<file path="config.mk">
export PLATFORM = sky130hd
export DESIGN_NAME = spm_dma
export DESIGN_NICKNAME = d
export VERILOG_FILES = /design/src/rtl/spm_dma_pkg.sv /design/src/rtl/spm_dma.sv
export SDC_FILE = /design/constraint.sdc
export NUM_CORES = 1
export LEC_CHECK = 0
export ABC_AREA = 0
export CAP_MARGIN = 20
export CORE_MARGIN = 2
export CORE_UTILIZATION = 34
export CTS_CLUSTER_SIZE = 16
export DETAILED_ROUTE_END_ITERATION = 10
export PLACE_DENSITY = 0.71
export SETUP_SLACK_MARGIN = 0.05
export SLEW_MARGIN = 15
export SYNTH_ARGS = -nofsm -noshare
export SYNTH_HDL_FRONTEND = slang
export SYNTH_SLANG_ARGS = --single-unit
</file>
<file path="constraint.sdc">
create_clock -name clk -period 1.93 [get_ports clk]
set_input_delay 0.386 -clock clk [delete_from_list [all_inputs] [get_ports clk]]
set_output_delay 0.386 -clock clk [all_outputs]
set_load 0.05 [all_outputs]
</file>
<file path="src/rtl/spm_dma_pkg.sv">
// spm_dma_pkg: shared FSM states and SPM bus signalling levels for the scratchpad DMA.
package spm_dma_pkg;
   typedef enum logic [2:0] {IDLE, RD, CAP, WR, FIN} state_e;
   localparam logic READ     = 1'b1;
   localparam logic WRITE    = 1'b0;
   localparam logic ENABLE_  = 1'b0;
   localparam logic DISABLE_ = 1'b1;
endpackage

</file>
<file path="src/rtl/spm_dma.sv">
// spm_dma: word-granular copy/fill engine driving the MEM-side port of the scratchpad.
module spm_dma
   import spm_dma_pkg::*;
#(
   parameter int ADDR_W = 12,
   parameter int DATA_W = 32
) (
   input  logic              clk,
   input  logic              reset_,
   input  logic              start,
   input  logic              mode,
   input  logic [ADDR_W-1:0] src_addr,
   input  logic [ADDR_W-1:0] dst_addr,
   input  logic [ADDR_W:0]   len,
   input  logic [DATA_W-1:0] fill_data,
   input  logic              abort,
   output logic              busy,
   output logic              done,
   output logic              aborted,
   output logic [ADDR_W:0]   remain,
   output logic              dma_req,
   input  logic              dma_gnt,
   output logic [ADDR_W-1:0] spm_addr,
   output logic              spm_as_,
   output logic              spm_rw,
   output logic [DATA_W-1:0] spm_wr_data,
   input  logic [DATA_W-1:0] spm_rd_data
);
   state_e              state_q, state_d;
   logic [ADDR_W-1:0]   src_q, src_d, dst_q, dst_d;
   logic [ADDR_W:0]     rem_q, rem_d;
   logic                mode_q, mode_d, aborted_q, aborted_d;
   logic [DATA_W-1:0]   fill_q, fill_d, buf_q, buf_d;
   logic                act;

   assign act         = state_q == RD || state_q == WR;
   assign dma_req     = act;
   // abort wins over a grant: the strobe is suppressed in the abort cycle
   assign spm_as_     = act && dma_gnt && !abort ? ENABLE_ : DISABLE_;
   assign spm_rw      = state_q == WR ? WRITE : READ;
   assign spm_addr    = state_q == RD ? src_q : dst_q;
   assign spm_wr_data = mode_q ? fill_q : buf_q;
   assign busy        = state_q == RD || state_q == CAP || state_q == WR;
   assign done        = state_q == FIN;
   assign aborted     = aborted_q;
   assign remain      = rem_q;

   always_comb begin
      state_d   = state_q;
      src_d     = src_q;
      dst_d     = dst_q;
      rem_d     = rem_q;
      mode_d    = mode_q;
      fill_d    = fill_q;
      buf_d     = buf_q;
      aborted_d = aborted_q;
      case (state_q)
         IDLE: if (start) begin
            src_d     = src_addr;
            dst_d     = dst_addr;
            rem_d     = len;
            mode_d    = mode;
            fill_d    = fill_data;
            aborted_d = 1'b0;
            state_d   = len == '0 ? FIN : (mode ? WR : RD);
         end
         RD: state_d = abort ? FIN : (dma_gnt ? CAP : RD);
         CAP: begin
            buf_d   = spm_rd_data;
            state_d = abort ? FIN : WR;
         end
         WR: if (!abort && dma_gnt) begin
            dst_d   = dst_q + ADDR_W'(1);
            src_d   = mode_q ? src_q : src_q + ADDR_W'(1);
            rem_d   = rem_q - (ADDR_W+1)'(1);
            state_d = rem_q == (ADDR_W+1)'(1) ? FIN : (mode_q ? WR : RD);
         end else if (abort) state_d = FIN;
         FIN: state_d = IDLE;
         default: state_d = IDLE;
      endcase
      if (abort && busy) aborted_d = 1'b1;
   end

   always_ff @(posedge clk or negedge reset_) begin
      if (!reset_) begin
         state_q   <= IDLE;
         src_q     <= '0;
         dst_q     <= '0;
         rem_q     <= '0;
         mode_q    <= 1'b0;
         fill_q    <= '0;
         buf_q     <= '0;
         aborted_q <= 1'b0;
      end else begin
         state_q   <= state_d;
         src_q     <= src_d;
         dst_q     <= dst_d;
         rem_q     <= rem_d;
         mode_q    <= mode_d;
         fill_q    <= fill_d;
         buf_q     <= buf_d;
         aborted_q <= aborted_d;
      end
   end
endmodule

</file>
==> Implementation_results.wiki <==
{| class="wikitable"
! Metric !! Value
|-
| Outcome || finished, violations left
|-
| Violations in the final reports || setup timing
|-
| Detailed Routing Iterations Pass 1 || 5
|-
| Top cells by area, synth || sky130_fd_sc_hd__dfrtp_1 (47%), sky130_fd_sc_hd__mux2_2 (21%), sky130_fd_sc_hd__a21oi_1 (3.3%)
|-
| Cell area power density || roughly 2000 mW/mm^2
|-
| TritonCTS clock tree || built
|-
| Via-to-Cell Ratio || 5.32
|-
| Minimum clock period || approximately 2200 ps
|-
| Total instance count after detailed placement || 900
|-
| Power share of the combinational group || 0.648
|-
| CTS Sinks || around 110
|-
| Final setup violation count || 22
|-
| Share of cells above drive strength 1 || 0.368
|-
| Remaining antenna violation count || 0
|-
| Antenna Diode Count || 0
|-
| Routed Wire Length || between 15000 and 20000 microns
|-
| Core footprint || approximately 0.016 sq mm
|-
| Max capacitance violation total || 0
|-
| Root buffer cell || sky130_fd_sc_hd__clkbuf_16
|-
| Post-Route Utilization || 0.536
|-
| Fill count || around 1300
|-
| First-pass GRT wire length || 27200 microns
|-
| Overall global routing resource usage || 0.195
|-
| Total power || 17.9 mW
|-
| Worst-case hold slack || 491 ps
|-
| Average cell area after synthesis || approximately 11 sq um
|-
| Critical path fanouts, max || 6
|-
| Area of the multi-input gates || between 0.002 and 0.003 sq mm
|-
| Worst Min Path Start || fill_q[8]
|-
| Via count of the first global-routing pass || 5295
|-
| Most frequently used flop master after synthesis || sky130_fd_sc_hd__dfrtp_1
|-
| Gp weighted congestion || about 0.83
|-
| Crit Path Category || reg -> out
|-
| Required arrival time at the worst endpoint || ~1500 ps
|-
| Fmax achieved || 0.463 GHz
|-
| Syn Inst Count || around 510
|-
| Max-slew headroom at the worst pin || 0.672
|-
| Yosys reg bits || ~110
|-
| DR WL/cell || 18.4 microns
|-
| DRC || 0
|-
| Portion of synthesized cell area occupied by the leading cell type || 0.471
|-
| Worst Max-Slew Pin Slew || between 400 and 500 ps
|-
| Sequential-to-total area share from yosys stat || 0.471
|-
| Number of DRC markers in iteration 0 || roughly 260
|-
| Effective utilization at floorplan || 0.343
|-
| Clk network pwr share || 0.109
|-
| Critical Path Sink Type || output pin
|-
| Detail Placement HPWL || 11800 microns
|-
| Leakage power || between 3 and 4 nW
|-
| Endpoint arrival time on the critical path || ~1800 ps
|-
| Number of nets in the finished design || between 800 and 900
|-
| Count of standard-cell rows || between 40 and 50
|-
| Max Buffers Root-to-Sink || 2
|-
| Height of the die || 133 microns
|-
| Yosys synthesis warning count || 0
|-
| Switch Pwr || roughly 8 mW
|-
| Most used cells in the layout excluding fill and tap cells || sky130_fd_sc_hd__dfrtp_1 (105), sky130_fd_sc_hd__clkdlybuf4s50_1 (105), sky130_fd_sc_hd__mux2_2 (62)
|-
| Crit Reg-Reg Startpoint || state_q[0]
|-
| Number of enable flip-flop cells after synthesis || 0
|-
| Peak ir drop on the vdd network || between 1 and 1.5 mV
|-
| Summed instance area of the synthesized netlist || 0.00563 sq mm
|-
| Slack of the critical path || -231 ps
|-
| Cell Count, Final, Fillers Out || 938
|-
| Type of origin of the critical path || flop
|-
| Flop pwr share || 0.243
|-
| Clock latency on the worst-skew pair || approximately 360 ps
|-
| Largest net degree at the start of global routing || approximately 70
|-
| Setup tns final || -3170 ps
|-
| Congestion Overflow GR || 0
|-
| Antenna violations before repair || 0
|-
| Num CTS Buffers || 9
|-
| IO Pins || 170
|-
| Worst min-delay path category || reg -> reg
|-
| Area leader, netlist || sky130_fd_sc_hd__dfrtp_1
|-
| Syn_nets || roughly 620
|-
| Die footprint || about 0.018 sq mm
|-
| RSZ-0062 raised after global routing || yes
|-
| Period utilization || 1.12
|-
| Die span in x || around 130 microns
|-
| Synthesis-to-finish area growth || 56.2%
|-
| Clock-pin slew of the registers on the worst-case setup and hold paths || around 80 ps
|-
| H-tree levels || 3
|-
| Number of hold-slack violations in the final timing report || 0
|-
| Count of different cell masters after synthesis || 56
|-
| Internal Dissipation || a little under 10 mW
|-
| Critical Path Start || state_q[2]
|-
| Setup Skew || 8.56 ps
|-
| Switching fraction of total power || 0.449
|-
| Number of I/O port buffers || between 150 and 200
|-
| FFs w/ async S/R, synth || 1.00
|-
| Vias || around 5000
|-
| Area used by sequential logic in the layout || around 0.0027 sq mm
|-
| Count of pins over their slew limit || 0
|}
[power by group through the flow]
stage	clock network, mW	logic [mW]	registers [mW]
CTS	1.99	11.0	4.28
floorplan	0	6.33	4.45
detailed placement	0	9.48	4.33
global placement	0	9.28	4.23
finish	1.94	11.6	4.35
global route	2.08	12.2	4.51
[layout make-up]
type                    instances  share of cell area
multi-input cells             359               0.340
clock inverters                 7             0.00981
well taps                     220              0.0313
clock buffers                   9              0.0256
repair buffers                227               0.286
inverters                      10             0.00484
flip-flops and latches        106               0.302
[synth_stat cells (all sizes together) (2+ instances only)]
| cell type | instances |
|---|---|
| clkbuf | 9 |
| a211oi | 3 |
| nor3b | 5 |
| o22ai | 14 |
| a21oi | 38 |
| nand3b | 2 |
| o211ai | 4 |
| and3 | 5 |
| ha | 4 |
| o2bb2ai | 3 |
| nand2b | 2 |
| nor4 | 5 |
| nor2b | 5 |
| a41o | 2 |
| mux2i | 4 |
| nand4 | 11 |
| nand4b | 3 |
| nor2 | 25 |
| and2 | 2 |
| or3 | 2 |
| a31oi | 4 |
| o21a | 2 |
| mux2 | 107 |
| nand2 | 26 |
| buf | 29 |
| inv | 10 |
| nor3 | 8 |
| a2bb2oi | 12 |
| dfrtp | 106 |
| and4 | 3 |
| nand3 | 15 |
| a22oi | 3 |
| o21ai | 25 |
[routing by layer]
metal / part of all wire / vias to the layer above / GRT usage
met5: 0 / - / 0
met4: 0.017 / 0 / 0.0669
met3: 0.098 / 20 / 0.0762
met2: 0.48 / 202 / 0.326
met1: 0.40 / 2471 / 0.229
li1: - / 2298 / -
[final timing paths]
path | slack [ps] | cells after the start | to
max | -230 | 5 | spm_addr[2]
min | 490 | 1 | fill_q[8]
max reg2reg | 130 | 6 | dst_q[6]
min reg2reg | 490 | 1 | fill_q[8]
max in group asynchronous | 770 | 3 | fill_q[20]
min in group asynchronous | 500 | 2 | aborted
[registers in the layout, indices dropped and copies added (netlist names)]
register / flops
buf_q: 32
fill_q: 32
remain: 13
dst_q: 12
src_q: 12
state_q: 3
aborted: 1
mode_q: 1
[critical path: stages, from the launching register on]
cell	delay [ps]
sky130_fd_sc_hd__dfrtp_1	420
sky130_fd_sc_hd__nor2b_4	130
sky130_fd_sc_hd__and2b_2	230
sky130_fd_sc_hd__clkbuf_16	180
sky130_fd_sc_hd__mux2_4	310
sky130_fd_sc_hd__buf_6	150
[stage by stage]
stage / area, sq um / setup slack, ps
floorplan: 5690 / -84.8
global placement: 7720 / -238
detailed placement: 7720 / -282
CTS: 8590 / -219
global route: 8800 / -269
finish: 8800 / -231
[timing repair]
item                       in CTS  in global routing
resized for setup              99                 59
hold buffers                    1                  0
cloned                          2                  2
hold endpoints to repair       23                  0
pin swaps                       5                  4
setup buffers                  16                  9
setup endpoints to repair      48                113
[cells by family (layout without fill, tap and decap cells)]
| logic type | count (synthesis) | count (layout) | synth area share |
|---|---|---|---|
| flip-flops | 106 | 106 | 0.471 |
| buffers and inverters | 48 | 253 | 0.0409 |
| XOR/XNOR | 2 | 2 | 0.00311 |
| AND/OR/NAND/NOR | 123 | 123 | 0.118 |
| multiplexers | 111 | 111 | 0.221 |
| AO/OA/AOI/OAI | 119 | 119 | 0.137 |
| adder cells (fa/ha/maj) | 4 | 4 | 0.00889 |
(Power assumes the default switching activity.)
==> RTL edit 1 (same settings) <==
The parameter `DATA_W` goes from 32 to 28.
--- a/src/rtl/spm_dma.sv
+++ b/src/rtl/spm_dma.sv
@@ -4,5 +4,5 @@
 #(
    parameter int ADDR_W = 12,
-   parameter int DATA_W = 32
+   parameter int DATA_W = 28
 ) (
    input  logic              clk,
Ports: changed (resized fill_data, spm_rd_data and spm_wr_data); port bits go from 170 to 158. The function was not compared with the original's and may differ.
==> RTL edit 1 against the original RTL <==
  * The flow still finishes with violations (setup timing)
  * Power fell by 4.2%
  * Non-clock buffer count fell by 20
  * Final area fell by 5.0%
  * Final cell count fell by 4.9%
  * Synthesized cell count fell by 4.5%
  * Wire length fell by 5.0%
  * Critical path depth did not move
  * Sequential cell count fell by 8
  * Area after synthesis fell by 4.1%
  * Worst hold slack got worse by 0.0080 ns
  * Clock skew fell by 0.00075 ns
  * Worst setup slack got worse by 0.083 ns
  * Utilization fell by 0.43 points
  * First-iteration DRC count fell by 21%
  * Critical endpoint is now spm_addr[1]
  * Largest cell class unchanged
==> RTL edit 1: results (changes against the original RTL) <==
* Outcome: finished, violations left (unchanged)
* Failing checks: setup timing (unchanged)
* Hold crit path type: in2async (was reg2reg)
* Placed cells at 861 (was 900)
* Setup ws final at -0.314 ns (was -0.231 ns)
* Final net count at 774 (was 824)
* Setup TNS at -3.49 ns (was -3.17 ns)
* First-pass GRT wire length at 26,000 um (was 27,200 um)
* Post-place instance area at 7700 um^2 (was 7720 um^2)
* Worst ir drop on vdd at 0.00167 V (was 0.00121 V)
* Final non-filler cell total at 892 (was 938)
* CP max stage delay at 0.37 ns (was 0.42 ns)
* Register area share after synthesis at 45.4% (was 47.1%)
* Largest cells by area after synthesis: dfrtp_1 (45%), mux2_2 (20%), a2bb2oi_2 (2.8%), a21oi_1 (2.5%), o21ai_0 (2.1%) (was dfrtp_1 (47%), mux2_2 (21%), a21oi_1 (3.3%), o21ai_0 (2.1%), a2bb2oi_1 (1.9%))
* Cells after Synth at 490 (was 513)
* Post CTS Setup Buffer Count at 5 (was 16)
* Drt first pass iters at 5 (unchanged)
* Multiplexer share of the synthesized area at 21.0% (was 22.1%)
* Reg2Reg Depth at 7 (was 6)
* Final Skew at 0.00781 ns (was 0.00856 ns)
* DRT antenna net count at 0 (unchanged)
* Detailed Route WL at 16,400 um (was 17,200 um)
* Syn nets at 593 (was 624)
* P_leak at 3.46 nW (was 3.72 nW)
* Netlist cell types at 56 (unchanged)
* 1st-iter DRT viols at 204 (was 257)
* Dpl hpwl at 11,400 um (was 11,800 um)
* Gpl congestion at 0.824 (was 0.834)
* Clock share of power at 10.4% (was 10.9%)
* Net switching power at 0.00760 W (was 0.00803 W)
* Critical path arrival at 1.86 ns (was 1.77 ns)
* Final setup viols at 12 (was 22)
* Maximum fanout along the worst path at 8 (was 6)
* Fin util at 53.2% (was 53.6%)
* CTS Hold Buffers Added at 1 (unchanged)
* CP top delay family: simple AND/OR/NAND/NOR gates (was flip-flops)
* CTS Buffer Depth at 2 (unchanged)
* Reg2reg setup slack at 0.11 ns (was 0.13 ns)
* Int Pwr at 0.00953 W (was 0.00986 W)
* Setup crit end: spm_addr[1] (was spm_addr[2])
* Seq power at 0.00403 W (was 0.00435 W)
* Port bufs at 157 (was 169)
* RR Endpoint: src_q[9] (was dst_q[6])
* XOR/XNOR share of the synthesized area at 0.324% (was 0.311%)
* Layout fillers at 1,301 (was 1,331)
* Vias per std cell at 5.26 (was 5.32)
* Number of global-route vias before repair at 4,911 (was 5,295)
* All-Layer GR Usage at 19.9% (was 19.5%)
* Synth Area in Compound Gates at 15.9% (was 13.7%)
* Largest net degree at the start of global routing at 69 (unchanged)
* Worst hold slack at 0.483 ns (was 0.491 ns)
* Synth Area in Adders at 0.927% (was 0.889%)
* Post_cts resized at 45 (was 99)
* Most frequent cells after synthesis: dfrtp_1 (98), mux2_2 (96), a21oi_1 (27), nand2_1 (25), nor2_1 (25) (was dfrtp_1 (106), mux2_2 (104), a21oi_1 (37), nand2_1 (26), nor2_1 (25))
* Layout cells sized above 1 at 38.2% (was 36.8%)
* Worst relative slew slack at 68.1% (was 67.2%)
* Dpl ws at -0.274 ns (was -0.282 ns)
[RTL edit 1: cell types whose count changed in the layout (fill, tap and decap cells not counted), sizes merged, moves of 8 or more]
cell / unedited run / this run
buf: 117 / 108
clkdlybuf4s50: 105 / 96
dfrtp: 106 / 98
mux2: 107 / 96
[RTL edit 1: kinds of logic after synthesis]
group	after synthesis
xor gates and xnor gates	2
adders and majority gates	4
DFF	98
buffers and inverters	46
and+or+nand+nor	122
AOI/OAI and AO/OA	117
muxes	101
[RTL edit 1: layout make-up]
cell class / count / share of cell area, %
sequential: 98 / 29.4
inverter: 9 / 0.434
timing repair buffer: 207 / 29.2
clock inverter: 7 / 0.734
clock buffer: 9 / 2.70
multi-input combinational: 346 / 34.3
tap: 216 / 3.23
[RTL edit 1: layer usage]
layer | part of all wire (%) | wire [um] | track usage (%)
met3 | 9.8 | 1600 | 7.46
met2 | 47 | 7660 | 31.8
met4 | 1.9 | 312 | 6.83
met1 | 42 | 6800 | 24.8
met5 | 0 | 0 | 0
==> RTL edit 2 (same flow settings) <==
Without the edit above. Encoding of `state_e`: now one-hot (5 bits for 5 states).
--- a/src/rtl/spm_dma_pkg.sv
+++ b/src/rtl/spm_dma_pkg.sv
@@ -1,5 +1,5 @@
 // spm_dma_pkg: shared FSM states and SPM bus signalling levels for the scratchpad DMA.
 package spm_dma_pkg;
-   typedef enum logic [2:0] {IDLE, RD, CAP, WR, FIN} state_e;
+   typedef enum logic [4:0] {IDLE = 5'b00001, RD = 5'b00010, CAP = 5'b00100, WR = 5'b01000, FIN = 5'b10000} state_e;
    localparam logic READ     = 1'b1;
    localparam logic WRITE    = 1'b0;
Formal check against the unedited RTL: no difference found for any inputs over 4 cycles, from zero or initial values and one cycle with reset_ low; so few cycles prove little.
==> RTL edit 2 against the original RTL <==
  * Synthesized cell count grew 18%
  * Largest cell class unchanged
  * Final area is 25% higher
  * Highest routed layer unchanged
  * The flow still finishes with violations (setup timing)
  * Sequential cell count up 2
  * Via count grew 22%
  * Worst setup slack got worse by 0.38 ns
  * Clock power decreased by 2%
  * Die area up 4.4%
  * Critical path depth increased by 2
  * Area after synthesis up 4.5%
  * Wire length increased by 36%
  * Power rose by 5.0%
  * Final cell count increased by 17%
  * Global-route usage grew 5.8 points
  * Register-to-register slack got worse by 0.51 ns
==> RTL edit 2: results (changes against the original RTL) <==
* Most frequent cells after synthesis: nand2_1 (141), dfrtp_1 (107), mux2_2 (65), o22ai_1 (24), o2bb2ai_1 (24) (was dfrtp_1 (106), mux2_2 (104), a21oi_1 (37), nand2_1 (26), nor2_1 (25))
* Dpl hpwl at 13,700 um (was 11,800 um)
* Hold crit path type: in2async (was reg2reg)
* Synth warn at 0 (unchanged)
* Final Skew at 0.0108 ns (was 0.00856 ns)
* First-pass GRT wire length at 35,600 um (was 27,200 um)
* P_comb at 0.0127 W (was 0.0116 W)
* Number of global-route vias before repair at 6,335 (was 5,295)
* 1st-iter DRT viols at 466 (was 257)
* RR Endpoint: remain[9] (was dst_q[6])
* Vias at 6,111 (was 4,991)
* Syn nets at 717 (was 624)
* Outcome: finished, violations left (unchanged)
* Num CTS Buffers at 9 (unchanged)
* Setup TNS at -30.36 ns (was -3.17 ns)
* Final setup viols at 100 (was 22)
* P_leak at 4.76 nW (was 3.72 nW)
* Register area share after synthesis at 45.9% (was 47.1%)
* Grt met2 use at 41.1% (was 32.6%)
* Gpl congestion at 0.887 (was 0.834)
* All-Layer GR Usage at 25.3% (was 19.5%)
* Met1 usage at 31.4% (was 22.9%)
* Vias per std cell at 5.57 (was 5.32)
* Cells after Synth at 606 (was 513)
* Reg2reg setup slack at -0.38 ns (was 0.13 ns)
* Setup ws final at -0.609 ns (was -0.231 ns)
* Critical Path Source: state_q[2] (unchanged)
* Largest cells by area after synthesis: dfrtp_1 (45%), mux2_2 (12%), nand2_1 (9.0%), o2bb2ai_1 (3.6%), o22ai_1 (2.6%) (was dfrtp_1 (47%), mux2_2 (21%), a21oi_1 (3.3%), o21ai_0 (2.1%), a2bb2oi_1 (1.9%))
* Largest net degree at the start of global routing at 40 (was 69)
* Worst Tran Pin Value at 0.487 ns (was 0.494 ns)
* Final net count at 979 (was 824)
* Met2 wire length at 11,400 um (was 8350 um)
* Metal-1 WL at 9110 um (was 6900 um)
* Worst ir drop on vdd at 0.00123 V (was 0.00121 V)
* Placed cells at 1,037 (was 900)
* Highest routed layer: met4 (unchanged)
* Reg2Reg Depth at 8 (was 6)
* Sw Share at 44.7% (was 44.9%)
* Netlist cell types at 60 (was 56)
* Failing checks: setup timing (unchanged)
* Layout fillers at 1,232 (was 1,331)
==> RTL edit 2: worst reg2reg max path, stage by stage (launching register included) <==
cell	delay, ns
dfrtp_1	0.40
buf_4	0.14
or4b_4	0.55
buf_6	0.14
buf_6	0.12
nor3_4	0.31
buf_6	0.21
o2bb2ai_2	0.07
a211o_1	0.25
==> RTL edit 2: logic make-up after synthesis <==
group,Yosys count,share of synthesized area (%)
AO/OA/AOI/OAI,121,15.4
AND/OR/NAND/NOR,244,19.8
multiplexers,70,13.3
XOR/XNOR,2,0.298
adder cells (fa/ha/maj),4,0.850
flip-flops,108,45.9
buffers and inverters,57,4.51
==> RTL edit 2: repair_timing <==
action / CTS / global route
setup buffers: 24 / 11
pin swaps: 27 / 55
gates cloned: 16 / 3
setup endpoints to repair: 122 / 147
gates resized for setup: 152 / 110
endpoints found under the hold margin: 21 / 0
hold buffers: 1 / 0
==> RTL edit 2: metrics by stage <==
stage | power, W | hold WS, ns | setup slack (ns) | util (%) | cell area (um^2)
after CTS | 0.0179 | 0.477 | -0.551 | 61.8 | 10600
after global routing | 0.0196 | 0.516 | -0.648 | 64.3 | 11000
after floorplan | 0.0101 | 0.0904 | -0.416 | - | 6340
final | 0.0188 | 0.486 | -0.609 | 64.3 | 11000
after global placement | 0.0139 | 0.338 | -0.138 | 53.7 | 9180
after detailed placement | 0.0140 | 0.339 | -0.183 | 53.7 | 9180
==> RTL edit 2: area by class of cell <==
| class | instances | area share, % |
|---|---|---|
| flip-flops and latches | 108 | 24.7 |
| multi-input cells | 442 | 36.5 |
| repair buffers | 297 | 33.2 |
| inverters | 10 | 0.409 |
| clock buffers | 9 | 2.05 |
| well taps | 225 | 2.56 |
| clock inverters | 7 | 0.603 |
